## config.mk

```make
export PLATFORM = sky130hd
export DESIGN_NAME = stage_sequencer
export DESIGN_NICKNAME = d
export VERILOG_FILES = /design/src/rtl/stage_sequencer.sv
export SDC_FILE = /design/constraint.sdc
export NUM_CORES = 1
export LEC_CHECK = 0
export ABC_AREA = 1
export ABC_CLOCK_PERIOD_IN_PS = 3300
export BUFFER_PORTS_ARGS = -buffer_cell sky130_fd_sc_hd__buf_4
export CORE_UTILIZATION = 40
export CTS_CLUSTER_DIAMETER = 30
export DETAILED_ROUTE_END_ITERATION = 10
export GPL_TIMING_DRIVEN = 0
export PLACE_DENSITY = 0.6
export SLEW_MARGIN = 20
export SYNTH_ARGS = -nofsm -noshare
export SYNTH_HDL_FRONTEND = slang
export SYNTH_SLANG_ARGS = --single-unit
```

## constraint.sdc

```tcl
create_clock -name Clk -period 3.3 [get_ports Clk]
set_input_delay 0.66 -clock Clk [delete_from_list [all_inputs] [get_ports Clk]]
set_output_delay 0.66 -clock Clk [all_outputs]
set_load 0.05 [all_outputs]
```

## src/rtl/stage_sequencer.sv

```systemverilog
// Best-of-N match sequencer: timed intro/battle/pause/result stages with per-side
// round scores and a one-cycle round reset pulse on every INTRO entry.
module stage_sequencer #(
  parameter int unsigned MAX_ROUNDS    = 3,
  parameter int unsigned WIN_ROUNDS    = 2,
  parameter int unsigned INTRO_FRAMES  = 90,
  parameter int unsigned RESULT_FRAMES = 120
) (
  input  logic                              Clk,
  input  logic                              Reset_n,
  input  logic                              Fight,
  input  logic                              Pause,
  input  logic                              Restart,
  input  logic                              Player_Dead,
  input  logic                              NPC_Dead,
  output logic                              start_l,
  output logic                              intro_l,
  output logic                              battle_l,
  output logic                              pause_l,
  output logic                              round_end_l,
  output logic                              win_l,
  output logic                              lose_l,
  output logic                              round_rst,
  output logic [$clog2(MAX_ROUNDS+1)-1:0]   round_num,
  output logic [$clog2(MAX_ROUNDS+1)-1:0]   player_score,
  output logic [$clog2(MAX_ROUNDS+1)-1:0]   npc_score,
  output logic [1:0]                        round_result
);

  localparam int unsigned CW   = $clog2(MAX_ROUNDS + 1);
  localparam int unsigned TMAX = (INTRO_FRAMES > RESULT_FRAMES) ? INTRO_FRAMES : RESULT_FRAMES;
  localparam int unsigned TW   = (TMAX > 1) ? $clog2(TMAX) : 1;

  localparam logic [TW-1:0] INTRO_LOAD  = TW'(INTRO_FRAMES - 1);
  localparam logic [TW-1:0] RESULT_LOAD = TW'(RESULT_FRAMES - 1);
  localparam logic [CW-1:0] MAX_C       = CW'(MAX_ROUNDS);
  localparam logic [CW-1:0] WIN_C       = CW'(WIN_ROUNDS);

  typedef enum logic [2:0] {
    ST_START     = 3'd0,
    ST_INTRO     = 3'd1,
    ST_BATTLE    = 3'd2,
    ST_PAUSE     = 3'd3,
    ST_ROUND_END = 3'd4,
    ST_WIN       = 3'd5,
    ST_LOSE      = 3'd6
  } state_e;

  state_e         state_q, state_d;
  logic [TW-1:0]  timer_q, timer_d;
  logic [CW-1:0]  round_q, round_d;
  logic [CW-1:0]  pscore_q, pscore_d;
  logic [CW-1:0]  nscore_q, nscore_d;
  logic [1:0]     result_q, result_d;
  logic           rst_pulse_q, rst_pulse_d;
  logic           fight_q, pause_q;
  logic           fight_e, pause_e;

  assign fight_e = Fight & ~fight_q;
  assign pause_e = Pause & ~pause_q;

  function automatic logic [CW-1:0] sat_inc(input logic [CW-1:0] v);
    return (v == MAX_C) ? v : v + CW'(1);
  endfunction

  // Next-state and counter updates; Restart is applied last so it overrides all.
  always_comb begin
    state_d  = state_q;
    timer_d  = timer_q;
    round_d  = round_q;
    pscore_d = pscore_q;
    nscore_d = nscore_q;
    result_d = result_q;

    case (state_q)
      ST_START: begin
        if (fight_e) begin
          state_d  = ST_INTRO;
          timer_d  = INTRO_LOAD;
          pscore_d = '0;
          nscore_d = '0;
          round_d  = CW'(1);
          result_d = 2'b00;
        end
      end
      ST_INTRO: begin
        if (timer_q == '0) state_d = ST_BATTLE;
        else               timer_d = timer_q - TW'(1);
      end
      ST_BATTLE: begin
        if (Player_Dead && NPC_Dead) begin
          state_d  = ST_ROUND_END;
          timer_d  = RESULT_LOAD;
          result_d = 2'b11;
        end else if (NPC_Dead) begin
          state_d  = ST_ROUND_END;
          timer_d  = RESULT_LOAD;
          result_d = 2'b01;
          pscore_d = sat_inc(pscore_q);
        end else if (Player_Dead) begin
          state_d  = ST_ROUND_END;
          timer_d  = RESULT_LOAD;
          result_d = 2'b10;
          nscore_d = sat_inc(nscore_q);
        end else if (pause_e) begin
          state_d = ST_PAUSE;
        end
      end
      ST_PAUSE: begin
        if (pause_e) state_d = ST_BATTLE;
      end
      ST_ROUND_END: begin
        if (timer_q != '0) begin
          timer_d = timer_q - TW'(1);
        end else if (pscore_q == WIN_C) begin
          state_d = ST_WIN;
        end else if (nscore_q == WIN_C) begin
          state_d = ST_LOSE;
        end else if (round_q == MAX_C) begin
          state_d = (pscore_q > nscore_q) ? ST_WIN : ST_LOSE;
        end else begin
          state_d = ST_INTRO;
          timer_d = INTRO_LOAD;
          round_d = sat_inc(round_q);
        end
      end
      ST_WIN, ST_LOSE: begin
        if (fight_e) begin
          state_d  = ST_START;
          pscore_d = '0;
          nscore_d = '0;
          round_d  = '0;
        end
      end
      default: state_d = ST_START;
    endcase

    if (Restart) begin
      state_d  = ST_START;
      timer_d  = '0;
      round_d  = '0;
      pscore_d = '0;
      nscore_d = '0;
      result_d = 2'b00;
    end
  end

  assign rst_pulse_d = (state_d == ST_INTRO) && (state_q != ST_INTRO);

  always_ff @(posedge Clk or negedge Reset_n) begin
    if (!Reset_n) begin
      state_q     <= ST_START;
      timer_q     <= '0;
      round_q     <= '0;
      pscore_q    <= '0;
      nscore_q    <= '0;
      result_q    <= 2'b00;
      rst_pulse_q <= 1'b0;
      fight_q     <= 1'b0;
      pause_q     <= 1'b0;
    end else begin
      state_q     <= state_d;
      timer_q     <= timer_d;
      round_q     <= round_d;
      pscore_q    <= pscore_d;
      nscore_q    <= nscore_d;
      result_q    <= result_d;
      rst_pulse_q <= rst_pulse_d;
      fight_q     <= Fight;
      pause_q     <= Pause;
    end
  end

  assign start_l      = (state_q == ST_START);
  assign intro_l      = (state_q == ST_INTRO);
  assign battle_l     = (state_q == ST_BATTLE);
  assign pause_l      = (state_q == ST_PAUSE);
  assign round_end_l  = (state_q == ST_ROUND_END);
  assign win_l        = (state_q == ST_WIN);
  assign lose_l       = (state_q == ST_LOSE);
  assign round_rst    = rst_pulse_q;
  assign round_num    = round_q;
  assign player_score = pscore_q;
  assign npc_score    = nscore_q;
  assign round_result = result_q;

endmodule

```

# Yosys cells after proc, flatten, opt, wreduce, memory -nomap -nowiden
# Index checks and enable logic that the tools add are counted.
# word_totals
register_bits	21
latch_bits	0
ram_bits	0
romBits	0
output_inout_bits	16
memories	0
# op_classes
add_sub_neg	4
multipliers	0
div	0
order_cmp	1
eq_ne	31
n_shift	0
muxes	50
n_bitwise	4
reduce_logical	16
# op_table
cell	n
7-bit two-way mux	10
2-bit two-way mux	21
3-bit two-way mux	13
3-bit != test, second input constant	12
7-bit case mux with 4 select lines	1
3-bit case mux with 6 select lines	1
7-bit AND reduction	2
4-bit != test, second input constant	3
2-bit case mux with 2 select lines	3
2-bit equality test, second input constant	5
3-bit equality test, second input constant	3
7-bit zero test	1
7-bit nonzero test	1
7-bit by 1-bit subtractor with 7-bit output, second input constant	1
2-bit by 1-bit adder with 2-bit output, second input constant	3
3-bit by 1-bit equality test with 1-bit output, second input constant	2
3-bit by 2-bit equality test with 1-bit output, second input constant	2
3-bit by 1-bit != test with 1-bit output, second input constant	2
2-bit case mux with 3 select lines	1
6-bit AND reduction	1
3-bit nonzero test	2
5-bit by 4-bit != test with 1-bit output, second input constant	1
5-bit AND reduction	1
5-bit nonzero test	1
other kinds (10)	13

# Longest topological paths before layout
# logic_depth
depth_word	10
depth_mapped	13

# Worst setup path before layout
# No wires, ideal clock.
# synth_path
path_type	reg-to-reg
startpoint	register nscore_q[0], in the netlist npc_score[0]
endpoint	register timer_q[5]
arrival_ns	1.702
required_ns	3.187
setup_slack_ns	1.485
stages_incl_launch_ff	13
path_cell_list	dfrtp_1 inv_1 ha_1 nor2_1 nand2_1 nand2_1 nand2_1 nand3_2 nand2_4 inv_4 nand2_1 nand2_1 inv_1
# synth_via
elab_chain_len	3
# synth_lines
item	line_no	text
from (decl)	53	logic [CW-1:0] nscore_q, nscore_d;
from (signal assigned)	166	nscore_q <= nscore_d;
2-bit equality test	117	end else if (nscore_q == WIN_C) begin
4-bit != test (no line)	-	
7-bit AND reduction (no line)	-	
to (signal assigned)	163	timer_q <= timer_d;
to (decl)	50	logic [TW-1:0] timer_q, timer_d;
# Every way passes these cells.
# A chain may end at the register's enable or synchronous reset.

# Final worst setup path
# layout_path
startpoint	register state_q[1]
endpoint	output port battle_l
# layout_via
elab_chain_len	1
# layout_lines
item	line_no	text
from (decl)	49	state_e state_q, state_d;
from (signal assigned)	162	state_q <= state_d;
3-bit by 2-bit equality test with 1-bit output	176	assign battle_l = (state_q == ST_BATTLE);
to (decl)	18	output logic battle_l,
# Every way passes these cells.

==> results_tabular.tex <==
\begin{tabular}{lr}
\hline
Metric & Value \\
\hline
\multicolumn{2}{l}{\textbf{Die}} \\
Area of the die & about 4200 µm² \\
Initial core utilization & between 40\% and 50\% \\
Core area & 3740 µm² \\
Die boundary height & 65.2 µm \\
Number of standard-cell rows in the floorplan & 22 \\
Width of the die & 65.2 µm \\
Top-Level Pins & 23 \\
\multicolumn{2}{l}{\textbf{Logic synthesis}} \\
Library cells used by synthesis & 28 \\
Post-Syn Nets & 249 \\
Avg Inst Size Synth & 6.85 µm² \\
Dominant combinational cell family by area after synthesis & simple AND/OR/NAND/NOR gates \\
Number of flip-flops and latches in the synthesized netlist & 21 \\
Synth Area in Adders & 7.06\% \\
Synth Instances & 233 \\
Post-Synth XOR/XNOR Area & 2.20\% \\
Sequential share of the synthesized area & around 33\% \\
Yosys warnings & 0 \\
Share of cell area taken by muxes after synthesis & 0\% \\
Compound-Gate Fraction of Synth Area & 9.49\% \\
Mapped cell area & 1600 µm² \\
Area share of and/or/nand/nor cells after synthesis & 38.5\% \\
\multicolumn{2}{l}{\textbf{Routing}} \\
Detail-routed via count per cell & around 4.8 \\
Vias after detailed routing & between 1000 and 1500 \\
Post-detailed-route count of antenna-violating nets & 0 \\
Pre-Repair DR Iteration Count & 4 \\
Wire length reported by the detailed router & 3490 µm \\
Average wire per standard cell & 11.4 µm \\
Starting DRC count in detailed routing & 73 \\
DRC violation count after routing & 0 \\
\multicolumn{2}{l}{\textbf{Final layout}} \\
Non-filler cells, final & 306 \\
Top library cells by usage in the layout, fill and taps aside & 72 x sky130\_fd\_sc\_hd\_\_nand2\_1, 28 x sky130\_fd\_sc\_hd\_\_inv\_1, 23 x sky130\_fd\_sc\_hd\_\_nor2\_1 \\
Total of fill cells in the finished design & 387 \\
Share of cells above drive strength 1 & about a fifth \\
Post-synthesis to final-layout area growth & 16.5\% \\
Most common cell after layout, fill and taps aside & sky130\_fd\_sc\_hd\_\_nand2\_1 \\
Fin util & 49.7\% \\
Count of inserted antenna diode cells & 0 \\
Final \#Nets & 275 \\
\multicolumn{2}{l}{\textbf{Critical path}} \\
Data required time of the worst path & 2.64 ns \\
Flop2flop setup slack & 1.55 ns \\
Cell family with the largest share of critical-path delay & flip-flops \\
CP max stage cell & sky130\_fd\_sc\_hd\_\_dfrtp\_1 \\
Capturing element of the worst setup path & battle\_l \\
Class of the most critical setup path & flop to output port \\
CP max stage delay & 0.46 ns \\
Arrival time reported for the critical path endpoint & roughly 1.4 ns \\
CP Capture Type & output port \\
Bufs and invs on worst path & 3 \\
Type of element launching the critical path & flop \\
Crit. Startpoint & state\_q[1]\$\_DFF\_PN0\_ \\
Reg-to-reg critical path endpoint & round\_num[1]\$\_DFFE\_PN0P\_ \\
Total number of cells along the worst setup path & 5 \\
Number of cells on the worst reg-to-reg path & 9 \\
Critical-path cell list & inv\_2 -> nor2\_4 -> nand2\_4 -> inv\_2 -> buf\_4 \\
CP max FO & 9 \\
Launching point of the worst reg2reg path & timer\_q[0]\$\_DFFE\_PN0P\_ \\
Most frequent cell on the critical path & sky130\_fd\_sc\_hd\_\_inv\_2 \\
\multicolumn{2}{l}{\textbf{GRT}} \\
Met3 Use GR & under 10\% \\
Via count of the first global-routing pass & 1421 \\
Remaining global-route overflow & 0 \\
Initial antenna violation count & 0 \\
Global routing usage on met1 & about a quarter \\
Global-route wire length before repair & 6240 µm \\
Maximum number of pins on one net before global-route repair & 22 \\
Most used routing layer in global routing & met2 \\
Met2 demand-to-capacity share in global routing & between 20 and 30\% \\
GRT Overall Usage & approximately a fifth \\
\multicolumn{2}{l}{\textbf{Place}} \\
Cell count after placement & 302 \\
PortBufs & 21 \\
Post-detail-place hpwl & 2740 µm \\
Placer congestion estimate & between 0.8 and 0.9 \\
\multicolumn{2}{l}{\textbf{Clock network}} \\
Clock slew at reported path FFs & around 0.080 ns \\
Clock Sinks & 21 \\
TritonCTS clock tree & built \\
Maximum level of the CTS H-tree & 1 \\
Buffers inserted during post-CTS setup optimization & 0 \\
Hold\_buf cts & 0 \\
Maximum clock path buffer count & 2 \\
Clock insertion delay at the later pin of the skew report & 0.26 ns \\
Number of buffers inserted during clock tree synthesis & 3 \\
Resize count post-CTS & 0 \\
CTS root buf & sky130\_fd\_sc\_hd\_\_clkbuf\_8 \\
\multicolumn{2}{l}{\textbf{Timing}} \\
Worst max-slew margin expressed relative to the limit & 79.0\% \\
Max Clk Rate & 486 MHz \\
Post-Route Skew & 0.00344 ns \\
Number of failing hold endpoints at the final stage & 0 \\
Total negative setup slack & 0 ns \\
Period minus WS final & between 2 and 2.5 ns \\
Unrepaired setup endpoints after global routing & false \\
Worst-margin pin slew & about 0.31 ns \\
Part of the cycle the worst path needs & 62.3\% \\
Worst hold slack & between 0.2 and 0.3 ns \\
Number of pins exceeding their max-slew limit in the final report & 0 \\
Setup violations, final & 0 \\
\multicolumn{2}{l}{\textbf{Job}} \\
Max Cap Violations & 0 \\
\multicolumn{2}{l}{\textbf{Min path}} \\
Worst hold-check path type & input pin to asynchronous set/reset pin \\
\multicolumn{2}{l}{\textbf{Power and ir drop}} \\
Areal power density over the cells & 431 nW/µm² \\
Worst voltage drop across the vdd grid & roughly 0.32 mV \\
Leakage dissipation & between 1 and 1.5 nW \\
\multicolumn{2}{l}{\textbf{Status}} \\
Result of the run & finished clean \\
\hline
\end{tabular}
==> flip-flops by register name, summed over array words and instances (netlist names) <==
name,flops
fight_q,1
npc_score,2
pause_q,1
player_score,2
round_num,2
round_result,2
round_rst,1
state_q,3
timer_q,7
==> metal layers <==
metal  vias to the layer above  routed length (µm)  part of all wire (%)
li1                        782                   -                     -
met1                       658                1810                    52
met2                        28                1520                    44
met3                         2                 136                   3.9
met4                         0                  26                  0.74
met5                         -                   0                     0
==> metrics by stage <==
step                cell area [µm²]  power, mW  worst slack, ns
CTS                            1860      0.813             1.24
global route                   1860      0.877             1.18
detailed placement             1810      0.640             1.40
finish                         1860      0.802             1.24
floorplan                      1600      0.562             1.49
global placement               1810      0.638             1.37
==> how the worst min path moves through the flow <==
stage / slack [ns] / start / to
after CTS: 0.28 / Reset_n / fight_q$_DFF_PN0_
after global placement: 0.49 / round_result[1]$_DFFE_PN0P_ / round_result[1]$_DFFE_PN0P_
final: 0.26 / Reset_n / fight_q$_DFF_PN0_
after floorplan: 0.36 / Reset_n / fight_q$_DFF_PN0_
after detailed placement: 0.49 / round_result[1]$_DFFE_PN0P_ / round_result[1]$_DFFE_PN0P_
after global routing: 0.28 / Reset_n / pause_q$_DFF_PN0_
==> cell type report <==
cell class / count / area, µm² / area share (%)
Timing Repair Buffer: 21 / 158 / 8.48
Tap cell: 48 / 60.1 / 3.23
Clock buffer: 3 / 41.3 / 2.22
Inverter: 35 / 139 / 7.47
Multi-Input combinational cell: 174 / 913 / 49.1
Buffer: 3 / 17.5 / 0.942
Sequential cell: 21 / 526 / 28.3
Clock inverter: 1 / 5.00 / 0.269
==> Yosys cell counts (all sizes together) <==
master / count / area (µm²)
dfrtp: 21 / 526
o21ai: 19 / 95.1
xor2: 4 / 35.0
nand3: 20 / 115
nand4: 1 / 6.26
inv: 34 / 130
a211oi: 1 / 7.51
buf: 3 / 17.5
ha: 9 / 113
or2: 2 / 12.5
nor2: 30 / 145
nand3b: 1 / 7.51
a21oi: 4 / 20.0
nor3: 1 / 10.0
nand2: 78 / 318
o31ai: 1 / 7.51
clkinv: 1 / 8.76
a31oi: 2 / 12.5
a22o: 1 / 8.76
==> power breakdown <==
part	total [mW]	switching, mW	internal (mW)
sequential	0.314	0.0283	0.286
combinational	0.321	0.213	0.108
clock	0.167	0.0827	0.0841
==> worst register-to-register path, delay by kind of cell (launching register included) <==
| kind | cells | cell delay, ns |
|---|---|---|
| buf+inv | 2 | 0.17 |
| simple gates | 5 | 0.52 |
| flops | 1 | 0.39 |
| compound gates | 1 | 0.38 |
| fa+ha+maj | 1 | 0.18 |
==> cell families after synthesis <==
kind of cell | Yosys count
buffers and inverters | 38
xor gates and xnor gates | 4
DFF | 21
adders and majority gates | 9
and+or+nand+nor | 133
AOI/OAI and AO/OA | 28
Note: power is estimated with default switching activity, not from simulation.
